## config.mk

```make
export PLATFORM = sky130hd
export DESIGN_NAME = multicycle_control
export DESIGN_NICKNAME = d
export VERILOG_FILES = /design/src/rtl/multicycle_control_pkg.sv /design/src/rtl/mc_output_decode.sv /design/src/rtl/multicycle_control.sv
export SDC_FILE = /design/constraint.sdc
export NUM_CORES = 1
export LEC_CHECK = 0
export BUFFER_PORTS_ARGS = -buffer_cell sky130_fd_sc_hd__buf_2
export CAP_MARGIN = 10
export CORE_ASPECT_RATIO = 0.9
export CORE_MARGIN = 5
export CORE_UTILIZATION = 53
export DETAILED_ROUTE_END_ITERATION = 12
export PLACE_DENSITY = 0.8
export SLEW_MARGIN = 20
export SYNTH_ARGS = -nofsm -noshare
export SYNTH_HDL_FRONTEND = slang
export SYNTH_HIERARCHICAL = 1
export SYNTH_SLANG_ARGS = --single-unit
```

## constraint.sdc

```tcl
create_clock -name clk -period 2.35 [get_ports clk]
set_input_delay 0 -clock clk [delete_from_list [all_inputs] [get_ports clk]]
set_output_delay 0 -clock clk [all_outputs]
set_load 0.02 [all_outputs]
```

## src/rtl/multicycle_control_pkg.sv

```systemverilog
// Shared encodings for the multi-cycle MIPS control sequencer: opcodes,
// datapath mux/ALU encodings, FSM states and the packed control vector.
package multicycle_control_pkg;

  localparam logic [5:0] OP_RTYPE = 6'd0;
  localparam logic [5:0] OP_J     = 6'd2;
  localparam logic [5:0] OP_BEQ   = 6'd4;
  localparam logic [5:0] OP_ADDI  = 6'd8;
  localparam logic [5:0] OP_LW    = 6'd35;
  localparam logic [5:0] OP_SW    = 6'd43;

  localparam logic [1:0] ALUOP_ADD   = 2'b00;
  localparam logic [1:0] ALUOP_SUB   = 2'b01;
  localparam logic [1:0] ALUOP_FUNCT = 2'b10;

  localparam logic [1:0] SRCB_REG   = 2'b00;
  localparam logic [1:0] SRCB_FOUR  = 2'b01;
  localparam logic [1:0] SRCB_IMM   = 2'b10;
  localparam logic [1:0] SRCB_IMMSH = 2'b11;

  localparam logic [1:0] PCSRC_ALU    = 2'b00;
  localparam logic [1:0] PCSRC_ALUOUT = 2'b01;
  localparam logic [1:0] PCSRC_JUMP   = 2'b10;

  typedef enum logic [3:0] {
    S_FETCH, S_DECODE, S_MEMADR, S_MEMRD, S_WB_MEM, S_MEMWR,
    S_EXEC_R, S_WB_R, S_EXEC_I, S_WB_I, S_BRANCH, S_JUMP, S_ILLEGAL
  } state_t;

  typedef struct packed {
    logic       pcwrite;
    logic       pcwritecond;
    logic       iord;
    logic       memread;
    logic       memwrite;
    logic       irwrite;
    logic       memtoreg;
    logic       regdst;
    logic       regwrite;
    logic       alusrca;
    logic [1:0] alusrcb;
    logic [1:0] aluop;
    logic [1:0] pcsource;
    logic       illegal_op;
  } ctrl_t;

  localparam int CTRL_W = $bits(ctrl_t);

endpackage

```

## src/rtl/mc_output_decode.sv

```systemverilog
// Moore output decoder: state -> datapath control vector. Only FETCH looks
// at mem_ready, so IR/PC latch exactly once when the fetch completes.
module mc_output_decode
  import multicycle_control_pkg::*;
(
  input  logic [3:0]        state,
  input  logic              mem_ready,
  output logic [CTRL_W-1:0] ctrl
);

  ctrl_t c;

  always_comb begin
    c = '0;
    case (state_t'(state))
      S_FETCH: begin
        c.memread  = 1'b1;
        c.alusrcb  = SRCB_FOUR;
        c.aluop    = ALUOP_ADD;
        c.pcsource = PCSRC_ALU;
        c.irwrite  = mem_ready;
        c.pcwrite  = mem_ready;
      end
      S_DECODE: begin
        c.alusrcb = SRCB_IMMSH;
        c.aluop   = ALUOP_ADD;
      end
      S_EXEC_R: begin
        c.alusrca = 1'b1;
        c.alusrcb = SRCB_REG;
        c.aluop   = ALUOP_FUNCT;
      end
      S_WB_R: begin
        c.regdst   = 1'b1;
        c.regwrite = 1'b1;
      end
      S_EXEC_I, S_MEMADR: begin
        c.alusrca = 1'b1;
        c.alusrcb = SRCB_IMM;
        c.aluop   = ALUOP_ADD;
      end
      S_WB_I: c.regwrite = 1'b1;
      S_MEMRD: begin
        c.memread = 1'b1;
        c.iord    = 1'b1;
      end
      S_WB_MEM: begin
        c.memtoreg = 1'b1;
        c.regwrite = 1'b1;
      end
      S_MEMWR: begin
        c.memwrite = 1'b1;
        c.iord     = 1'b1;
      end
      S_BRANCH: begin
        c.alusrca     = 1'b1;
        c.alusrcb     = SRCB_REG;
        c.aluop       = ALUOP_SUB;
        c.pcsource    = PCSRC_ALUOUT;
        c.pcwritecond = 1'b1;
      end
      S_JUMP: begin
        c.pcsource = PCSRC_JUMP;
        c.pcwrite  = 1'b1;
      end
      S_ILLEGAL: c.illegal_op = 1'b1;
      default: c = '0;
    endcase
  end

  assign ctrl = c;

endmodule

```

## src/rtl/multicycle_control.sv

```systemverilog
// Multi-cycle MIPS control FSM: sequences fetch/decode/execute/mem/writeback
// over a shared memory and ALU, stalls on mem_ready, counts retirements.
module multicycle_control
  import multicycle_control_pkg::*;
#(
  parameter int COUNT_W = 32
) (
  input  logic               clk,
  input  logic               rst_n,
  input  logic [5:0]         opcode,
  input  logic               mem_ready,
  output logic               PCWrite,
  output logic               PCWriteCond,
  output logic               IorD,
  output logic               MemRead,
  output logic               MemWrite,
  output logic               IRWrite,
  output logic               MemtoReg,
  output logic               RegDst,
  output logic               RegWrite,
  output logic               ALUSrcA,
  output logic [1:0]         ALUSrcB,
  output logic [1:0]         ALUOp,
  output logic [1:0]         PCSource,
  output logic               illegal_op,
  output logic [COUNT_W-1:0] instr_count
);

  state_t             state, nxt;
  logic               retire;
  logic [CTRL_W-1:0]  raw;
  ctrl_t              c;
  logic [COUNT_W-1:0] cnt;

  always_ff @(posedge clk) begin
    if (!rst_n) state <= S_FETCH;
    else        state <= nxt;
  end

  always_comb begin
    nxt    = state;
    retire = 1'b0;
    case (state)
      S_FETCH:  if (mem_ready) nxt = S_DECODE;
      S_DECODE: begin
        case (opcode)
          OP_RTYPE:     nxt = S_EXEC_R;
          OP_LW, OP_SW: nxt = S_MEMADR;
          OP_BEQ:       nxt = S_BRANCH;
          OP_J:         nxt = S_JUMP;
          OP_ADDI:      nxt = S_EXEC_I;
          default:      nxt = S_ILLEGAL;
        endcase
      end
      S_MEMADR: nxt = (opcode == OP_LW) ? S_MEMRD : S_MEMWR;
      S_MEMRD:  if (mem_ready) nxt = S_WB_MEM;
      S_MEMWR: begin
        if (mem_ready) begin
          nxt    = S_FETCH;
          retire = 1'b1;
        end
      end
      S_EXEC_R: nxt = S_WB_R;
      S_EXEC_I: nxt = S_WB_I;
      S_WB_R, S_WB_I, S_WB_MEM, S_BRANCH, S_JUMP: begin
        nxt    = S_FETCH;
        retire = 1'b1;
      end
      S_ILLEGAL: nxt = S_FETCH;
      default:   nxt = S_FETCH;
    endcase
  end

  // Wraps naturally at 2^COUNT_W.
  always_ff @(posedge clk) begin
    if (!rst_n)      cnt <= '0;
    else if (retire) cnt <= cnt + 1'b1;
  end

  mc_output_decode u_dec (
    .state     (state),
    .mem_ready (mem_ready),
    .ctrl      (raw)
  );

  // Reset masks every strobe in the same cycle, even mid-stall.
  assign c = rst_n ? ctrl_t'(raw) : '0;

  assign PCWrite     = c.pcwrite;
  assign PCWriteCond = c.pcwritecond;
  assign IorD        = c.iord;
  assign MemRead     = c.memread;
  assign MemWrite    = c.memwrite;
  assign IRWrite     = c.irwrite;
  assign MemtoReg    = c.memtoreg;
  assign RegDst      = c.regdst;
  assign RegWrite    = c.regwrite;
  assign ALUSrcA     = c.alusrca;
  assign ALUSrcB     = c.alusrcb;
  assign ALUOp       = c.aluop;
  assign PCSource    = c.pcsource;
  assign illegal_op  = c.illegal_op;
  assign instr_count = cnt;

endmodule

```

==> impl_metrics.tcl <==
set metrics [dict create \
    antenna_found_initial 0 \
    cp_slowest_stage_delay_ns 0.51 \
    netlist_area_um2 2337 \
    cts_tree "built" \
    setup_tns_ns 0 \
    vdd_drop_max_uv 215.0 \
    drc 0 \
    instances_no_fill 404 \
    met3WireLength_um 303 \
    post_cts_buffers 0 \
    cpMaxStageDelayCell "or4_1" \
    ys_ff_latch 36 \
    wire_per_inst_um 13.18 \
    maxCapViolCount 0 \
    nets 352 \
    totalPowerFinal_mw 1.321 \
    r2r-end "instr_count[19]$_SDFFE_PN0P_" \
    min_to "state[1]$_SDFFE_PN0P_" \
    grt_max_degree 37 \
    cp-start-kind "register" \
    syn_to_final_growth_pct 17.24 \
    numPlacedInstances 397 \
    design_area_um2 2740 \
    criticalPathCategory "register to register" \
    status "finished, final reports clean" \
    drive_gt1_frac 0.2222 \
    fin_crit_sh 0.8528 \
    cp-end-kind "register" \
    clock_latency_ns 0.29 \
    place_area_um2 2644 \
    rsz0062_at_grt "false" \
    cts_resized 0 \
    gp_routability_congestion 0.7846 \
    synth_nets 304 \
    nFillCells 418 \
    grt_util_all_layers 0.1923 \
    drt-met1-wl_mm 2.396 \
    path_delay_family "simple AND/OR/NAND/NOR gates" \
    grt_pass1_wl_mm 9.225 \
    core_area_um2 4374 \
    seq_area_frac_synth 0.3084 \
    port_buffers 57 \
    initial_core_util 0.5343 \
    clock_sinks 36 \
    syn_avg_cell_area_um2 7.950 \
    min_from "opcode[4]" \
    root_buffer "clkbuf_8" \
    clock_path_buffers 2 \
    reg2reg_depth 5 \
    crit_chain "xnor2_1 > o211ai_2 > buf_12 > or4_1 > a21oi_1" \
    max_freq_mhz 499.0 \
    routed_wl_mm 5.325 \
    clk_pin_slew_ns 0.07 \
    grt_overflow 0 \
    cp_num_buf_inv 1 \
    hold_violations 0 \
    grt_pass1_vias 2082 \
    synth_edf_count 0 \
    viasPerCell 5.760 \
    first_pass_iters 4 \
    dp_hpwl_mm 3.780 \
    drt-initial-drc-count 136 \
    die_x_um 80 \
    io_pins 58 \
    power.density_nw_per_um2 482.1 \
    drv_slew 0 \
    via_count 2327 \
    ant_nets 0 \
    slew_headroom 0.4680 \
    min_period_ns 2.004 \
    h-tree-depth 2 \
    synth.distinct_cells 49 \
    dr_wl_met2_mm 2.553 \
    startpoint "state[3]$_SDFFE_PN0P_" \
    worst_pin_slew_ns 0.7971 \
    p_leak_nw 1.044 \
    synth_warnings 6 \
    top_layer_used "met4" \
    cp.arrival_ns 2.22 \
    die_height_um 73 \
    hp-class "input pin to register" \
    reg2reg_slack_ns 0.35 \
    synth_cells 294 \
    ys_async_sr_fraction 0 \
    setup_viol 0 \
    floorplan.die_area_um2 5840 \
    hold_depth 3 \
    finClkSkew_ns 0.004979 \
    tritoncts.num_buffers 5 \
    synthFlopType "dfxtp_1" \
    hold_buffers 0 \
    fp-row-count 23 \
    r2r_start "state[3]$_SDFFE_PN0P_" \
    n_antenna_cell 0 \
    required_ns 2.57 \
    crit_fanout 23 \
]
cell families after synthesis:
logic type	synth area share
buf+inv	0.06156
xor+xnor	0.03427
simple gates	0.3608
fa+ha+maj	0.005352
compound gates	0.1868
mux	0.04283
flops	0.3084
cells in the mapped netlist (4+ instances only):
cell type	number	share of area
a21oi_1	27	0.058
and2_1	19	0.051
and3_1	4	0.011
and4_1	6	0.022
buf_2	4	0.0086
clkbuf_1	13	0.021
dfxtp_1	36	0.31
mux2i_1	10	0.043
nand2_1	24	0.039
nand2b_1	13	0.035
nand3_1	10	0.021
nand4_1	7	0.019
nor2_1	15	0.024
nor3_1	5	0.011
nor4_1	9	0.024
o21ai_0	9	0.019
o31ai_1	14	0.045
or3_1	6	0.016
or4_1	15	0.048
routing by layer:
layer | GRT usage | vias to the layer above
met5 | 0 | -
met4 | 0.05629 | 0
met3 | 0.04198 | 9
met2 | 0.3199 | 55
met1 | 0.2508 | 1077
li1 | - | 1186
worst register-to-register path: stages, from the launching register on:
cell,delay [ns]
dfxtp_1,0.39
xnor2_1,0.36
o211ai_2,0.27
buf_12,0.24
or4_1,0.51
a21oi_1,0.17
power by group:
| group | total (mW) | leakage [nW] | internal, mW | switching (mW) |
|---|---|---|---|---|
| combinational | 0.222 | 0.703 | 0.0858 | 0.136 |
| clock | 0.467 | 0.0503 | 0.261 | 0.206 |
| sequential | 0.633 | 0.290 | 0.619 | 0.0141 |
state kept, by name (all words and copies together), names as in the netlist:
name,cells
instr_count,32
state,4
through the flow:
stage / worst slack [ns] / hold slack (ns) / util
final: 0.3460 / 0.07560 / 0.6264
after global routing: 0.1853 / 0.1050 / 0.6264
after CTS: 0.3272 / 0.06708 / 0.6264
after detailed placement: 0.3781 / 0.3638 / 0.6044
after global placement: 0.4905 / 0.3663 / 0.6044
after floorplan: 0.5251 / 0.1822 / -
layout make-up:
| class | instances | area, µm² | area share |
|---|---|---|---|
| clock buffers | 7 | 96.34 | 0.03516 |
| inverters | 4 | 15.01 | 0.005479 |
| multi-input cells | 230 | 1473 | 0.5374 |
| flip-flops and latches | 36 | 720.7 | 0.2630 |
| well taps | 62 | 77.57 | 0.02831 |
| repair buffers | 65 | 357.8 | 0.1306 |
worst max-delay path by stage:
stage	slack, ns	endpoint	cells after the start
finish	0.35	instr_count[19]$_SDFFE_PN0P_	5
global route	0.19	instr_count[22]$_SDFFE_PN0P_	5
CTS	0.33	instr_count[19]$_SDFFE_PN0P_	5
detailed placement	0.38	instr_count[22]$_SDFFE_PN0P_	5
global placement	0.49	instr_count[17]$_SDFFE_PN0P_	5
floorplan	0.53	instr_count[23]$_SDFFE_PN0P_	5
placed cells by master, fill, tap and decap left out, types with 2 or more instances in the layout:
cell,instances
and2_1,19
buf_4,7
nor3_1,5
or3_1,6
o2bb2ai_1,2
a211o_1,2
or4_1,15
a21oi_1,27
dfxtp_1,36
nor2b_1,2
mux2i_1,10
o21ai_0,9
xnor2_1,3
nor4_1,9
and3_1,4
nor4b_1,2
o311ai_0,2
nand2_1,24
nand3_1,10
xor2_1,3
o31ai_1,14
and4_1,6
nand4_1,7
nor3b_1,2
inv_1,3
nand3b_1,2
buf_2,57
or4b_1,2
nor2_1,15
clkbuf_8,7
nand2b_1,13
Power figures use the tool's default switching activity.
